[src/rtl/spi_cmd_regfile.sv]
// spi_cmd_regfile: header/data command decoder and 16-bit register file fed
// by the SPI slave shifter. A header (sync 4'hA) either reads a register into
// rd_data or arms a write that the next word completes, with a timeout.
// Optional build macro SPI_CMD_ERRCNT_EN adds an 8-bit saturating error
// counter that is readable (and cleared) at address 4'hF.
module spi_cmd_regfile #(
  parameter int NREG    = 8,
  parameter int TIMEOUT = 48000
) (
  input  logic                 clk,
  input  logic                 rst_n,
  input  logic [15:0]          word_in,
  input  logic                 word_stb,
  output logic [15:0]          rd_data,
  output logic [16*NREG-1:0]   reg_q,
  output logic                 wr_stb,
  output logic [3:0]           wr_addr,
  output logic                 err,
  output logic                 busy
);

  localparam int CW = $clog2(TIMEOUT);
  localparam logic [CW-1:0] TMAX   = CW'(TIMEOUT - 1);
  localparam logic [4:0]    NREG_W = 5'(NREG);

  typedef enum logic {IDLE, WAIT_DATA} state_t;

  state_t        state, state_nxt;
  logic [3:0]    pend_addr, pend_addr_nxt;
  logic [CW-1:0] tcnt, tcnt_nxt;
  logic          err_nxt;
  logic          wr_en;
  logic [15:0]   rd_nxt;
  logic [15:0]   rd_sel;
  logic          hdr_sync;
  logic          hdr_wr;
  logic [3:0]    hdr_addr;

  // True when the address maps to an implemented register.
  function automatic logic addr_ok(input logic [3:0] a);
    return ({1'b0, a} < NREG_W);
  endfunction

`ifdef SPI_CMD_ERRCNT_EN
  logic [7:0] errcnt;
  logic       errcnt_clr;

  // Saturating increment, holds at 8'hFF.
  function automatic logic [7:0] sat_inc(input logic [7:0] v);
    return (v == 8'hFF) ? v : v + 8'd1;
  endfunction
`endif

  assign hdr_sync = (word_in[15:12] == 4'hA);
  assign hdr_wr   = word_in[11];
  assign hdr_addr = word_in[3:0];

  // Read mux: select the register addressed by the incoming header.
  always_comb begin
    rd_sel = '0;
    for (int r = 0; r < NREG; r++) begin
      if (hdr_addr == 4'(r)) rd_sel = reg_q[16*r +: 16];
    end
  end

  // FSM state register.
  always_ff @(posedge clk or negedge rst_n) begin
    if (!rst_n) state <= IDLE;
    else        state <= state_nxt;
  end

  // Next-state and next-output decode for header/data protocol and timeout.
  always_comb begin
    state_nxt     = state;
    pend_addr_nxt = pend_addr;
    tcnt_nxt      = tcnt;
    err_nxt       = 1'b0;
    wr_en         = 1'b0;
    rd_nxt        = rd_data;
`ifdef SPI_CMD_ERRCNT_EN
    errcnt_clr    = 1'b0;
`endif
    case (state)
      IDLE: begin
        if (word_stb) begin
          if (!hdr_sync) begin
            err_nxt = 1'b1;
          end else if (hdr_wr) begin
            pend_addr_nxt = hdr_addr;
            tcnt_nxt      = '0;
            state_nxt     = WAIT_DATA;
`ifdef SPI_CMD_ERRCNT_EN
          end else if (hdr_addr == 4'hF) begin
            rd_nxt     = {8'h00, errcnt};
            errcnt_clr = 1'b1;
`endif
          end else if (addr_ok(hdr_addr)) begin
            rd_nxt = rd_sel;
          end else begin
            rd_nxt  = 16'h0000;
            err_nxt = 1'b1;
          end
        end
      end
      WAIT_DATA: begin
        // A data word in the expiry cycle still wins over the timeout.
        if (word_stb) begin
          if (addr_ok(pend_addr)) wr_en   = 1'b1;
          else                    err_nxt = 1'b1;
          state_nxt = IDLE;
        end else if (tcnt == TMAX) begin
          err_nxt   = 1'b1;
          state_nxt = IDLE;
        end else begin
          tcnt_nxt = tcnt + 1'b1;
        end
      end
      default: state_nxt = IDLE;
    endcase
  end

  // Registered outputs, pending address, timeout counter and register file.
  always_ff @(posedge clk or negedge rst_n) begin
    if (!rst_n) begin
      rd_data   <= '0;
      reg_q     <= '0;
      wr_stb    <= 1'b0;
      wr_addr   <= '0;
      err       <= 1'b0;
      busy      <= 1'b0;
      pend_addr <= '0;
      tcnt      <= '0;
    end else begin
      rd_data   <= rd_nxt;
      wr_stb    <= wr_en;
      err       <= err_nxt;
      busy      <= (state_nxt == WAIT_DATA);
      pend_addr <= pend_addr_nxt;
      tcnt      <= tcnt_nxt;
      if (wr_en) wr_addr <= pend_addr;
      for (int r = 0; r < NREG; r++) begin
        if (wr_en && pend_addr == 4'(r)) reg_q[16*r +: 16] <= word_in;
      end
    end
  end

`ifdef SPI_CMD_ERRCNT_EN
  // Error counter: counts err pulses, cleared by a read of address 4'hF.
  always_ff @(posedge clk or negedge rst_n) begin
    if (!rst_n)          errcnt <= '0;
    else if (errcnt_clr) errcnt <= err ? 8'd1 : 8'd0;
    else if (err)        errcnt <= sat_inc(errcnt);
  end
`endif

endmodule

[config.mk]
export PLATFORM = sky130hd
export DESIGN_NAME = spi_cmd_regfile
export DESIGN_NICKNAME = d
export VERILOG_FILES = /design/src/rtl/spi_cmd_regfile.sv
export SDC_FILE = /design/constraint.sdc
export NUM_CORES = 1
export LEC_CHECK = 0
export ABC_CLOCK_PERIOD_IN_PS = 1800
export BUFFER_PORTS_ARGS = -buffer_cell sky130_fd_sc_hd__clkbuf_2
export CORE_MARGIN = 2
export CORE_UTILIZATION = 50
export DETAILED_ROUTE_END_ITERATION = 12
export MAX_ROUTING_LAYER = met4
export PLACE_DENSITY = 0.77
export SLEW_MARGIN = 5
export SYNTH_ARGS = -nofsm -noshare
export SYNTH_HDL_FRONTEND = slang
export SYNTH_SLANG_ARGS = --single-unit
[constraint.sdc]
create_clock -name clk -period 1.8 [get_ports clk]
set_input_delay 0.27 -clock clk [delete_from_list [all_inputs] [get_ports clk]]
set_output_delay 0.27 -clock clk [all_outputs]
set_load 0.05 [all_outputs]
## Word-level counts from Yosys, hierarchy flattened

Cells that the tools add are included.

- Add/subtract/negate cells: 1
- $lt $le $gt $ge: 2
- Eq/ne operators: 21
- Mux-type cells: 32
- Bitwise gates (word level): 2
- Reduce and logical (&&, ||, !) cells: 13

Operator list:

| operator | number |
|---|---|
| $mux W16 | 14 |
| $eq A4 B3 Y1 const B | 8 |
| $pmux W16 S2 | 1 |
| $add A16 B1 Y16 const B | 1 |
| $eq A16 B16 Y1 const B | 1 |
| $eq A4 B2 Y1 const B | 4 |
| $mux W1 | 15 |
| $ne A2 B2 Y1 const B | 5 |
| $eq A4 B1 Y1 const B | 2 |
| $logic_and A1 B1 Y1 | 8 |
| $logic_not A4 Y1 | 2 |
| $lt A4 B4 Y1 const B | 2 |
| $reduce_and A4 Y1 | 2 |
| $reduce_and A5 Y1 | 1 |
| $eq A4 B4 Y1 const B | 1 |
| $pmux W1 S2 | 2 |
| $not A1 Y1 | 2 |

- Register bits: 171
- Input port bits: 19
- Output and inout bits: 151
- Logic and storage cells: 86

## Depth between registers and ports, before layout

- Depth after elaboration: 10
- Mapped depth: 8

## Worst setup path before layout

OpenSTA, ideal clock, no wires.

- Path type: flip-flop to flip-flop
- Start: register busy (netlist name)
- End: register reg_q[54]
- Arrival time: 2.164 ns
- Slack: -0.489 ns
- Stages on the path, launching flop included: 7
- Path buffers: 1
- Cell sequence: dfrtp_1 nand3b_1 inv_2 nand2_2 nor3b_2 buf_2 mux2_2

RTL lines:

| element | RTL line | source |
|---|---|---|
| to (signal, indexed assignment) | 142 | `if (wr_en && pend_addr == 4'(r)) reg_q[16*r +: 16] <= word_in;` |
| to (decl) | 15 | `output logic [16*NREG-1:0] reg_q,` |

## Worst setup path in the final report

- Start: register tcnt[14]
- End: register tcnt[5]

- Word-level cells in the longest chain between the ends: 3

RTL lines:

| element | RTL line | source |
|---|---|---|
| from (decl) | 30 | `logic [CW-1:0] tcnt, tcnt_nxt;` |
| from (signal assigned) | 139 | `tcnt <= tcnt_nxt;` |
| $eq A16 B16 Y1 | 111 | `end else if (tcnt == TMAX) begin` |
| $ne A2 B2 Y1 (no source line) | - |  |
| $reduce_and A5 Y1 (no source line) | - |  |

No other way between the ends.
A chain may end at the register's enable or synchronous reset.

==> run_results.csv <==
group,metric,value,unit
critical_path,required,2.13,ns
timing,fin_worst_skew,0.0105,ns
timing,max_slew_margin,68.9,%
power_and_ir_drop,p_seq_share,42.9,%
critical_path,reg2regPathDepth,5,
logic_synthesis,syn-instance-count,696,
drt,dr.pass1.iters,6,
layout,final_nets,949,
global_route,overflow,0,
critical_path,rr_endpoint,"tcnt[5]$_DFFE_PN0P_",
layout,layout-drive-gt1-share,47.5,%
timing,setup_ws,-0.122,ns
placed_design,place.detailed.hpwl,16300,µm
power_and_ir_drop,power.density,945,nW/µm²
power_and_ir_drop,power.leakage,5.39,nW
clocking,clock_latency,0.44,ns
layout,diodes,0,
clocking,cts_tree,"yes",
global_route,grt_pass1_wl,34600,µm
placed_design,numPortBuffers,169,
timing,post-route-min-period,1.92,ns
global_route,grt_max_degree,48,
min_path,hold_class,"primary input to flop",
global_route,grt_usage,28.2,%
timing,fmax,520,MHz
timing,slew_viol_final,0,
layout,fillers,1183,
drt,wl_per_cell,20.5,µm
logic_synthesis,async_reset_ff_share,100,%
global_route,grt_pass1_vias,6308,
timing,finalSetupViolations,11,
critical_path,critPathKind,"flop to flop",
clocking,clock_path_buffers,2,
power_and_ir_drop,ir_drop,0.647,mV
floorplanning,fp.dieW,130,µm
logic_synthesis,yosysSeqAreaShare,53.5,%
drt,vias,6591,
clocking,h-tree-depth,4,
critical_path,crit_path_start,"tcnt[14]$_DFFE_PN0P_",
logic_synthesis,yosysTopAreaCellShare,53.5,%
placed_design,gp_congestion,0.913,
power_and_ir_drop,total_power,10.1,mW
layout,fin_area,10600,µm²
floorplanning,die-area,17000,µm²
logic_synthesis,synth-main-ff-cell,"dfrtp_1",
critical_path,cp_max_fo,8,
layout,utilization,67.5,%
floorplanning,ios,170,
floorplanning,dieHeight,130,µm
timing,worstMarginPinSlew,0.466,ns
layout,area.growth.synth_to_final,33.2,%
clocking,root_buffer,"clkbuf_16",
logic_synthesis,synth_edf_count,0,
logic_synthesis,avgSynthCellArea,11.5,µm²
global_route,grt_antenna_before_repair,0,
run,maxCapViolCount,0,
logic_synthesis,synthesis.area,7990,µm²
placed_design,post_dp_cell_area,9760,µm²
drt,wl,23700,µm
logic_synthesis,yosysWarnings,0,
placed_design,placed_cells,1114,
floorplanning,start_util,50.7,%
timing,hold_viol_final,0,
clocking,clk_pin_slew,0.06,ns
drt,drtIter0Drc,578,
power_and_ir_drop,p_int,7.02,mW
power_and_ir_drop,combPwrFrac,18.0,%
timing,rsz0062_at_grt,"yes",
critical_path,cp-end-kind,"flop",
layout,stdcell_count,1158,
critical_path,worstPathArrival,2.25,ns
timing,fin_crit_sh,107,%
logic_synthesis,synth_top_area_cell,"dfrtp_1",
power_and_ir_drop,pwr-share-clk,39.1,%
logic_synthesis,ys_types,55,
logic_synthesis,yosys-top-cells-area,"dfrtp_1, mux2_2, nand2_1",
logic_synthesis,syn-num-nets,716,
clocking,cts_buffers,17,
critical_path,cp-endpoint,"tcnt[5]$_DFFE_PN0P_",
power_and_ir_drop,netSwitchingFraction,30.2,%
power_and_ir_drop,p_switching,3.04,mW
floorplanning,coreArea,15800,µm²
critical_path,critPathLaunchType,"flop",
outcome,status,"complete, but fails checks",
critical_path,timing.rr.start,"tcnt[14]$_DFFE_PN0P_",
drt,viasPerCell,5.69,
drt,antenna_left,0,
outcome,violations,"negative setup slack",
floorplanning,num_rows,46,
clocking,cts.sinks,171,
critical_path,reg2reg_slack,-0.12,ns
drt,drc_errors,0,
logic_synthesis,ys_seq_elements,171,
## final cells by class
type	instances	area [µm²]	share of cell area, %
Inverter	16	60.1	0.564
Clock inverter	11	166	1.56
Sequential cell	171	4280	40.2
Tap cell	216	270	2.54
Multi-Input combinational cell	464	3680	34.6
Clock buffer	21	460	4.32
Timing Repair Buffer	259	1730	16.2
## power by group through the flow
stage               logic, mW  clock network (mW)  registers, mW
floorplan               0.496                   0           5.04
global placement         1.73                   0           4.38
detailed placement       1.76                   0           4.38
CTS                      1.77                3.95           4.31
global route             1.93                4.09           4.35
finish                   1.81                3.93           4.32
## synth_stat cells, types with 2 or more instances
cell type and instances:
nand4_1 5, a21o_1 5, mux2_2 124, inv_1 15, nor4_1 3, nor2_1 30, a211o_1 2, o21ai_0 42
mux2i_1 12, a32oi_1 6, o22ai_1 12, nor2b_1 16, nand3_1 12, or3_1 3, nand3b_1 2, buf_2 13
nand2_1 73, a41oi_1 4, xnor2_1 5, nor3_1 19, a211oi_1 2, o21bai_1 4, buf_1 5, nor3b_2 2
clkbuf_1 25, a21oi_1 30, and2_1 2, a211oi_2 2, a22o_1 10, dfrtp_1 171, mux4_2 7, nand2b_1 9
nand2_2 2
## cells in the final DEF, fill, tap and decap left out, types with 7 or more instances in the layout
cell type / n
mux2_2: 95
a21oi_1: 29
clkbuf_2: 168
o22ai_1: 12
nor2b_1: 15
mux2i_1: 12
nor3_1: 17
buf_4: 70
mux2_4: 29
inv_1: 15
o21ai_0: 35
mux4_2: 7
nand2_1: 70
nor2_1: 29
dfrtp_1: 170
a22o_1: 10
o21ai_1: 7
clkbuf_16: 19
buf_12: 11
nand2b_1: 9
nand3_1: 10
## worst min-delay path by stage
stage | start | to | slack (ns) | cells past startpoint
detailed placement | rst_n | reg_q[77]$_DFFE_PN0P_ | 0.24 | 1
global route | word_in[14] | reg_q[62]$_DFFE_PN0P_ | 0.15 | 2
finish | word_in[14] | reg_q[62]$_DFFE_PN0P_ | 0.13 | 2
CTS | word_in[14] | reg_q[62]$_DFFE_PN0P_ | 0.13 | 2
global placement | rst_n | reg_q[109]$_DFFE_PN0P_ | 0.23 | 1
floorplan | rst_n | busy$_DFF_PN0_ | -0.03 | 0
## sequential cells by signal (all words and copies together) (netlist names)
name,count
rd_data,16
pend_addr,4
wr_addr,4
err,1
reg_q,128
wr_stb,1
busy,1
tcnt,16
## worst max-delay path, stage by stage, from the launching register on
cell and delay, ns:
dfrtp_1 0.38, or4b_1 0.52, or4_4 0.49, nand2_8 0.15
a211oi_2 0.08, o21a_1 0.19
## per-layer routing
metal  global-route usage [%]  wire, µm
met1                     37.9     10100
met4                     9.89       553
met3                     6.35      1810
met2                     42.8     11200
met5                        -         0
## stage by stage
step           setup TNS (ns)  setup slack, ns  hold slack [ns]
3_5_place_dp           -0.581           -0.111            0.241
4_1_cts                -0.368          -0.0837            0.128
3_3_place_gp           -0.414          -0.0876            0.234
6_report               -0.620           -0.122            0.133
5_1_grt                 -1.95           -0.170            0.145
2_1_floorplan           -9.30           -0.198          -0.0256
## cell families (layout without fill, tap and decap cells)
kind of cell / after synthesis / after routing / synth area share (%)
xor gates and xnor gates: 6 / 6 / 0.657
DFF: 171 / 171 / 53.5
adders and majority gates: 1 / 1 / 0.156
AOI/OAI and AO/OA: 124 / 124 / 9.74
muxes: 143 / 143 / 20.9
and+or+nand+nor: 190 / 190 / 11.8
buffers and inverters: 61 / 307 / 3.21
## what timing repair did
item / CTS / global route
endpoints found under the setup margin: 10 / 66
buffers inserted: 1 / 9
pin swaps: 0 / 6
cloned: 0 / 2
gates resized for setup: 3 / 29
hold buffers: 1 / 0
hold endpoints to repair: 43 / 0
(Power assumes the default switching activity.)
